$ cat src/rtl/uart_tx_fifo.sv
// uart_tx_fifo: byte-wide transmit FIFO feeding an 8N1 UART serialiser.
// Bytes arrive on a valid/ready handshake, are buffered in a power-of-two
// FIFO and shifted out LSB first with one start and one stop bit.
module uart_tx_fifo #(
  parameter int TX_FIFO_DEPTH = 4,
  parameter int CLKS_PER_BIT  = 434
) (
  input  logic                     i_clk,
  input  logic                     i_rst,
  input  logic [7:0]               i_data_in,
  input  logic                     i_wr_valid,
  output logic                     o_wr_ready,
  output logic [TX_FIFO_DEPTH:0]   o_tx_free,
  output logic                     o_tx,
  output logic                     o_busy
);

  localparam int DATA_W  = 8;
  localparam int ENTRIES = 1 << TX_FIFO_DEPTH;
  localparam int PTR_W   = TX_FIFO_DEPTH + 1;
  localparam int CNT_W   = (CLKS_PER_BIT > 1) ? $clog2(CLKS_PER_BIT) : 1;

  localparam logic [PTR_W-1:0] FULL_CNT = PTR_W'(ENTRIES);
  localparam logic [CNT_W-1:0] BAUD_MAX = CNT_W'(CLKS_PER_BIT - 1);

  typedef enum logic [1:0] {IDLE, START, DATA, STOP} state_t;

  logic [DATA_W-1:0] mem [ENTRIES];
  logic [PTR_W-1:0]  wr_ptr, rd_ptr, count;
  logic              full, empty, push, pop;

  state_t            state_q, state_d;
  logic [CNT_W-1:0]  baud_q, baud_d;
  logic [2:0]        bit_q, bit_d;
  logic [DATA_W-1:0] shift_q, shift_d;
  logic              tx_q, tx_d;
  logic              baud_last;

  // The extra pointer MSB separates the full case from the empty case.
  assign count      = wr_ptr - rd_ptr;
  assign full       = (count == FULL_CNT);
  assign empty      = (count == '0);
  // Ready depends only on registered occupancy, never on i_wr_valid.
  assign o_wr_ready = !full;
  assign push       = i_wr_valid && o_wr_ready;
  assign o_tx_free  = FULL_CNT - count;
  assign o_busy     = (state_q != IDLE) || !empty;
  assign o_tx       = tx_q;
  assign baud_last  = (baud_q == BAUD_MAX);

  // FIFO storage: data only, left unreset since pointers define validity.
  always_ff @(posedge i_clk) begin
    if (push) mem[wr_ptr[TX_FIFO_DEPTH-1:0]] <= i_data_in;
  end

  // FIFO pointers; push and pop on the same edge leave the count unchanged.
  always_ff @(posedge i_clk or posedge i_rst) begin
    if (i_rst) begin
      wr_ptr <= '0;
      rd_ptr <= '0;
    end else begin
      if (push) wr_ptr <= wr_ptr + PTR_W'(1);
      if (pop)  rd_ptr <= rd_ptr + PTR_W'(1);
    end
  end

  // Serialiser control state: FSM state, baud counter and bit index.
  always_ff @(posedge i_clk or posedge i_rst) begin
    if (i_rst) begin
      state_q <= IDLE;
      baud_q  <= '0;
      bit_q   <= '0;
    end else begin
      state_q <= state_d;
      baud_q  <= baud_d;
      bit_q   <= bit_d;
    end
  end

  // Shift register holds the byte being sent; contents are don't-care in IDLE.
  always_ff @(posedge i_clk) begin
    shift_q <= shift_d;
  end

  // Line register follows the current state, so the pin lags the FSM by one
  // cycle uniformly and every bit still lasts CLKS_PER_BIT cycles.
  always_ff @(posedge i_clk or posedge i_rst) begin
    if (i_rst) tx_q <= 1'b1;
    else       tx_q <= tx_d;
  end

  // Line level for the current state.
  always_comb begin
    tx_d = 1'b1;
    case (state_q)
      START:   tx_d = 1'b0;
      DATA:    tx_d = shift_q[0];
      default: tx_d = 1'b1;
    endcase
  end

  // Next-state logic; STOP pops straight into START when more bytes wait.
  always_comb begin
    state_d = state_q;
    baud_d  = baud_q;
    bit_d   = bit_q;
    shift_d = shift_q;
    pop     = 1'b0;
    case (state_q)
      IDLE: begin
        if (!empty) begin
          pop     = 1'b1;
          shift_d = mem[rd_ptr[TX_FIFO_DEPTH-1:0]];
          baud_d  = '0;
          state_d = START;
        end
      end
      START: begin
        if (baud_last) begin
          baud_d  = '0;
          bit_d   = '0;
          state_d = DATA;
        end else begin
          baud_d = baud_q + CNT_W'(1);
        end
      end
      DATA: begin
        if (baud_last) begin
          baud_d  = '0;
          shift_d = {1'b0, shift_q[DATA_W-1:1]};
          if (bit_q == 3'd7) state_d = STOP;
          else               bit_d   = bit_q + 3'd1;
        end else begin
          baud_d = baud_q + CNT_W'(1);
        end
      end
      STOP: begin
        if (baud_last) begin
          baud_d = '0;
          if (!empty) begin
            pop     = 1'b1;
            shift_d = mem[rd_ptr[TX_FIFO_DEPTH-1:0]];
            state_d = START;
          end else begin
            state_d = IDLE;
          end
        end else begin
          baud_d = baud_q + CNT_W'(1);
        end
      end
      default: state_d = IDLE;
    endcase
  end

endmodule

$ cat config.mk
export PLATFORM = sky130hd
export DESIGN_NAME = uart_tx_fifo
export DESIGN_NICKNAME = d
export VERILOG_FILES = /design/src/rtl/uart_tx_fifo.sv
export SDC_FILE = /design/constraint.sdc
export NUM_CORES = 1
export LEC_CHECK = 0
export CAP_MARGIN = 20
export CORE_MARGIN = 2
export CORE_UTILIZATION = 45
export CTS_CLUSTER_DIAMETER = 100
export DETAILED_ROUTE_END_ITERATION = 12
export PLACE_DENSITY = 0.64
export REMOVE_ABC_BUFFERS = 1
export SLEW_MARGIN = 5
export SYNTH_ARGS = -nofsm -noshare
export SYNTH_HDL_FRONTEND = slang
export SYNTH_SLANG_ARGS = --single-unit
export TNS_END_PERCENT = 20
$ cat constraint.sdc
create_clock -name i_clk -period 5.1 [get_ports i_clk]
set_input_delay 0.51 -clock i_clk [delete_from_list [all_inputs] [get_ports i_clk]]
set_output_delay 0.51 -clock i_clk [all_outputs]
set_load 0.1 [all_outputs]
-- Word-level counts from Yosys, hierarchy flattened
Memory sizes are Yosys's and may differ from the RTL's.
Index checks and enable logic that the tools add are counted.
- add/subtract/negate cells: 6
- eq/ne operators: 12
- muxes and demuxes: 24
- reductions and logical operators: 13
- operator list (cell ; number):
    8-bit two-way mux ; 3
    8-bit one-hot mux with 3 select lines ; 1
    9-bit two-way mux ; 2
    9-bit one-hot mux with 2 select lines ; 1
    2-bit != test (second input constant) ; 6
    5-bit by 1-bit adder with 5-bit output (second input constant) ; 2
    2-bit two-way mux ; 5
    9-bit by 1-bit adder with 9-bit output (second input constant) ; 1
    9-bit == test (second input constant) ; 1
    3-bit two-way mux ; 3
    2-bit one-hot mux with 4 select lines ; 1
    3-bit one-hot mux with 2 select lines ; 1
    5-bit == test (second input constant) ; 1
    5-bit logical NOT ; 1
    1-bit two-way mux ; 5
    5-bit AND reduction ; 1
    5-bit subtractor ; 1
    5-bit subtractor (first input constant) ; 1
    2-bit == test (second input constant) ; 2
    1-bit one-hot mux with 2 select lines ; 2
    4-bit AND reduction ; 1
    2-bit nonzero test ; 2
    3-bit by 1-bit adder with 3-bit output (second input constant) ; 1
    3-bit == test (second input constant) ; 1
    8 further kinds ; 9
- register bits: 33
- bits in writable memories: 128
- input port bits: 11
- memories kept: 1
- memory list (memory ; depth ; width ; rd ports ; clocked after Yosys merged registers in ; wr ports ; line ; source):
    mem ; 16 ; 8 ; 1 ; 0 ; 1 ; 28 ; logic [DATA_W-1:0] mem [ENTRIES];

-- Longest topological paths before layout
Gate-level depths: netlist of run 1.
- depth in word-level cells: 6
- gate-level depth with buffers: 16
- depth with buffers taken out: 13

-- Least setup slack after synthesis of run 1
OpenSTA, ideal clock, no wires.
- path type: register to output
- start: reg rd_ptr[1]
- end: out o_tx_free[2]
- data arrival time: 3.458 ns
- data required time: 4.590 ns
- slack: 1.132 ns
- stages on the path, launching flop included: 10
- path through: dfrtp_1 > buf_2 > buf_4 > buf_4 > buf_2 > inv_1 > fa_1 > inv_1 > ha_1 > xnor2_1
- longest elaborated chain between the ends: 2
- RTL lines (item ; line ; source):
    from (decl) ; 29 ; logic [PTR_W-1:0] wr_ptr, rd_ptr, count;
    from (signal assigned) ; 63 ; if (pop) rd_ptr <= rd_ptr + PTR_W'(1);
    5-bit subtractor ; 40 ; assign count = wr_ptr - rd_ptr;
    5-bit subtractor ; 46 ; assign o_tx_free = FULL_CNT - count;
    to (decl) ; 13 ; output logic [TX_FIFO_DEPTH:0] o_tx_free,
No other way between the ends.

-- Final worst setup path of run 1
- start: reg rd_ptr[3]
- end: out o_busy
- longest elaborated chain between the ends: 4
- RTL lines (item ; line ; source):
    5-bit subtractor ; 40 ;
    5-bit logical NOT ; 42 ; assign empty = (count == '0);
    1-bit logical NOT ; n/a ;
    1-bit logical OR ; 47 ; assign o_busy = (state_q != IDLE) || !empty;
    to (decl) ; 15 ; output logic o_busy
No other way between the ends.

==> results.yml, run 1 <==
synth:
  ys_seq_area_share_pct: 67.1
  synthesis.instances: 456
  yosysTopAreaCellShare_pct: 58.2
  ys_ff_latch: 161
  synth_top_area_cell: "edfxtp_1"
  postSynthAreaPerCell_um2: 15.4
  synth_ff_type: "edfxtp_1"
  ys_top_cells_by_area: "edfxtp_1 (58%), dfrtp_1 (8.6%), mux4_2 (6.1%), mux2i_1 (4.1%), ha_1 (3.9%)"
  synth_area_um2: 7020
  ys_warn_count: 0
  synth_async_sr_flop_share_pct: 15.5
  synth_cell_types: 45
  synth_edf_count: 136
timing:
  finalMaxSlewViolations: 0
  clock_skew_ns: 0.0116
  rsz0062_at_grt: "false"
  finalCriticalPeriod_ns: 4.06
  tightest_slew_ns: 0.970
  slew_headroom_pct: 35.2
  fin_tns_setup_ns: 0
  fmax_mhz: 246
  fin_crit_sh_pct: 79.6
  setup_ws_ns: 1.04
  setup_violations: 0
  final_hold_viol_count: 0
drt:
  postRouteAntennaNets: 0
  drt_first_pass_iters: 5
  wl_per_cell_um: 21.0
  drc_errors: 0
  drt_iter0_markers: 325
  routed_via_density: 5.72
  num_vias: 3892
  drt-total-wl_mm: 14.3
grt:
  grt_pass1_wl_mm: 22.4
  antenna_found_initial: 0
  track_usage_pct: 18.6
  grt-ovfl-total: 0
  grt_max_degree: 42
  grt_pass1_vias: 3804
place:
  io_buffers: 18
  gp_congestion: 0.800
  dp_cells: 648
  dpl.hpwl_mm: 9.56
  preCtsSetupSlack_ns: 1.43
floorplanning:
  dieWidth_um: 129
  dieArea_um2: 16600
  core.rowCount: 45
  die_h_um: 129
  core-area_um2: 15200
  start_util_pct: 46.2
  ios: 19
clock_network:
  cts_setup_buffers: 0
  cts_tree: "done"
  cts_resized: 0
  postCtsHoldBufs: 0
  clock_latency_ns: 0.43
  cts_root_buffer: "clkbuf_16"
  clkSlewWorstSetupHoldPaths_ns: 0.06
  numCtsBuffers: 17
  cts.htree.levels: 4
  clk_path_buf_depth: 2
  cts_sinks: 161
worst_setup_path:
  start_kind: "flop"
  cp-end-kind: "primary output"
  required_ns: 4.59
  crit_arrival_ns: 3.55
  crit_fanout: 12
  worstSetupPathType: "reg -> out"
  r2r.worst_path.cells: 12
run_status:
  status: "completed"
flow_run:
  maxCapViolCount: 0
cells_and_area:
  drive_gt1_share_pct: 14.6
  layout_common_cells: "edfxtp_1 (136), nand2_1 (29), mux2i_1 (29)"
  area_growth_pct: 13.4
  layout.nets: 514
  antennaDiodeCount: 0
  final_common_cell: "edfxtp_1"
  fin_cells: 681
hold_path:
  min_path_type: "in -> async"
final timing paths:
kind / startpoint / endpoint / slack [ns]
setup / recovery: rd_ptr[3] / o_busy / 1.04
hold / removal: i_rst / state_q[0] / 0.33
setup reg to reg: wr_ptr[0] / mem[7][1] / 1.40
hold reg to reg: shift_q[0] / o_tx / 0.48
max in group asynchronous: i_rst / o_tx / 4.29
min in group i_clk: shift_q[0] / o_tx / 0.48
cell families after synthesis:
family,count (synthesis),share of synthesized area (%)
simple gates,98,6.86
xor+xnor,14,1.96
fa+ha+maj,23,4.20
mux,52,10.9
compound gates,64,6.27
flops,161,67.1
buf+inv,44,2.76
synthesized netlist by cell type, types with 3 or more instances:
library cell / count
and2_1: 3
edfxtp_1: 136
inv_1: 22
mux2_2: 4
o21ai_0: 19
and3_1: 3
a211oi_1: 5
nand4_1: 8
o211ai_1: 7
nor2_1: 21
nor3_1: 9
nand2b_1: 4
mux4_2: 19
clkbuf_1: 9
dfrtp_1: 24
xor2_1: 4
mux2i_1: 29
ha_1: 22
a21oi_1: 6
or3_1: 3
a22o_1: 4
a22oi_1: 9
buf_2: 8
nand2_1: 29
nand3_1: 7
o32ai_1: 6
nor2b_1: 6
buf_4: 5
xnor2_1: 9
through the flow:
stage	instance area, um^2	util (%)	hold WS, ns
floorplan	6910	-	0.453
global placement	7370	48.5	0.462
detailed placement	7370	48.5	0.480
CTS	7930	52.2	0.489
global route	7960	52.4	0.378
finish	7960	52.4	0.329
layout make-up:
type,instances,area (um^2)
multi-input combinational,251,2120
inverter,22,82.6
fill,1227,7240
timing repair buffer,27,253
tap,188,235
sequential,161,4710
clock buffer,20,437
clock inverter,12,124
state kept, by name, summed over array words and instances, names as in the netlist:
name / flops
baud_q: 9
bit_q: 3
mem: 128
o_tx: 1
rd_ptr: 5
shift_q: 8
state_q: 2
wr_ptr: 5
worst max-delay path: stages (launching register included):
cell and delay [ns]:
dfrtp_1 0.61, inv_1 0.25, ha_1 0.37, or3_1 0.35
a211oi_1 0.44, ha_1 0.32, and2_1 0.40, inv_1 0.13
buf_4 0.26
layer usage:
layer / vias to the layer above / GRT usage [%] / routed length [um]
met5: - / 0 / 0
met4: 0 / 5.31 / 182
met3: 17 / 5.16 / 631
met2: 74 / 28.3 / 6900
met1: 2006 / 26.6 / 6590
li1: 1795 / - / -
Power of run 1 is left out: the tool's default activity adds up to more than one toggle a clock period on the data nets, which glitch-free logic cannot reach.
==> inputs of run 2 (changes only) <==
==> constraint.sdc (replaced) <==
create_clock -name i_clk -period 4.1 [get_ports i_clk]
set_input_delay 0.41 -clock i_clk [delete_from_list [all_inputs] [get_ports i_clk]]
set_output_delay 0.41 -clock i_clk [all_outputs]
set_load 0.1 [all_outputs]
==> run 2 against run 1 <==
First-iteration DRC count shrank 7.7%. Utilization rose by 0.86 points. Sequential share of layout area fell by 0.96 points. Clock skew decreased by 0.0022 ns. Non-clock buffer count up 10. Count of clock-buffer cells in the layout is the same. Die area unchanged. Final area is 1.7% higher. Hold slack better by 0.0010 ns.
==> results.yml, run 2 (synthesis results as in run 1) <==
worst_setup_path:
  worstSetupPathType: "reg -> out"
  crit_path_top_delay_cell: "dfrtp_1"
  required_ns: 3.69
  cpPeakStageDelay_ns: 0.58
  crit_arrival_ns: 3.43
  crit_fanout: 12
  start_kind: "flop"
  cp-end-kind: "primary output"
  path_cells: "inv_1 > ha_1 > or3_1 > a211oi_1 > ha_1 > and2_1 > inv_1 > buf_12"
grt:
  grt_pass1_vias: 3881
  grt-ovfl-total: 0
  grt_max_degree: 42
  track_usage_pct: 18.2
  antenna_found_initial: 0
  grt_pass1_wl_mm: 21.9
place:
  dpl.hpwl_mm: 8.99
  io_buffers: 18
  dp_cells: 658
  gp_congestion: 0.881
  preCtsSetupSlack_ns: 0.624
cells_and_area:
  area_growth_pct: 15.2
  nFillCells: 1232
  multi_input_area_um2: 2120
  fin_cells: 691
  drive_gt1_share_pct: 16.3
  utilization_pct: 53.2
  layout_common_cells: "edfxtp_1 (136), nand2_1 (29), mux2i_1 (29)"
  final_common_cell: "edfxtp_1"
  antennaDiodeCount: 0
  layout.nets: 524
  largest_reg_flops: 128
  seq_area_um2: 4710
floorplanning:
  ios: 19
  core-area_um2: 15200
  core.rowCount: 45
  dieWidth_um: 129
  die_h_um: 129
  start_util_pct: 46.2
  dieArea_um2: 16600
drt:
  num_vias: 3884
  wl_per_cell_um: 20.1
  drt_iter0_markers: 300
  drc_errors: 0
  routed_via_density: 5.62
  drt_first_pass_iters: 5
  drt-total-wl_mm: 13.9
  postRouteAntennaNets: 0
clock_network:
  clock_latency_ns: 0.43
  clk_path_buf_depth: 2
  cts_resized: 0
  cts_setup_buffers: 0
  numCtsBuffers: 17
  cts_root_buffer: "clkbuf_16"
  cts_sinks: 161
  postCtsHoldBufs: 0
  cts_tree: "done"
  clkSlewWorstSetupHoldPaths_ns: 0.06
  cts.htree.levels: 4
timing:
  slew_headroom_pct: 35.8
  setup_violations: 0
  fmax_mhz: 260
  fin_crit_sh_pct: 93.7
  finalCriticalPeriod_ns: 3.84
  tightest_slew_ns: 0.960
  rsz0062_at_grt: "false"
  clock_skew_ns: 0.00945
  finalMaxSlewViolations: 0
  final_hold_viol_count: 0
  setup_ws_ns: 0.257
hold_path:
  min_path_type: "in -> async"
run_status:
  status: "completed"
flow_run:
  maxCapViolCount: 0
[run 2: cell types whose count changed in the layout (fill, tap and decap cells not counted)]
cell	delta
inv_6	+1
buf_12	+6
clkinv_1	+1
clkinv_2	+1
buf_16	-1
clkinv_4	-2
clkdlybuf4s50_1	-1
inv_8	+1
buf_8	+1
clkinvlp_4	-2
buf_4	+5
[run 2: metal layers]
metal | GRT usage, % | vias to the layer above | routed length, um
li1 | - | 1820 | -
met1 | 25.9 | 1938 | 6440
met2 | 27.5 | 107 | 6440
met3 | 3.91 | 19 | 663
met4 | 7.61 | 0 | 321
met5 | 0 | - | 0
[run 2: critical path, delay by kind of cell, from the launching register on]
| kind | cells | cell delay [ns] |
|---|---|---|
| compound gates | 1 | 0.40 |
| fa+ha+maj | 2 | 0.67 |
| buf+inv | 3 | 0.60 |
| flops | 1 | 0.58 |
| simple gates | 2 | 0.74 |
[run 2: area by class of cell]
cell class                      instances  area share [%]
Tap cell                              188            2.91
Multi-Input combinational cell        251            26.2
Sequential cell                       161            58.2
Inverter                               22            1.02
Timing Repair Buffer                   37            4.79
Clock buffer                           20            5.40
Clock inverter                         12            1.48
[run 2: through the flow]
step	TNS, ns	hold WS [ns]	cell area, um^2
2_1_floorplan	-0.413	0.437	6910
3_3_place_gp	0	0.478	7520
3_5_place_dp	0	0.478	7520
4_1_cts	0	0.487	8080
5_1_grt	0	0.377	8090
6_report	0	0.330	8090
[run 2: worst paths after layout]
kind                       startpoint  depth (start not counted)  slack, ns   endpoint
max reg2reg                 wr_ptr[0]                         12       0.56  mem[7][2]
min reg2reg                shift_q[0]                          2       0.48       o_tx
min in group i_clk         shift_q[0]                          2       0.48       o_tx
max in group asynchronous       i_rst                          3       3.28  rd_ptr[1]
max                         rd_ptr[3]                          8       0.26     o_busy
min                             i_rst                          2       0.33  baud_q[1]
Power of run 2 is left out for the same reason.
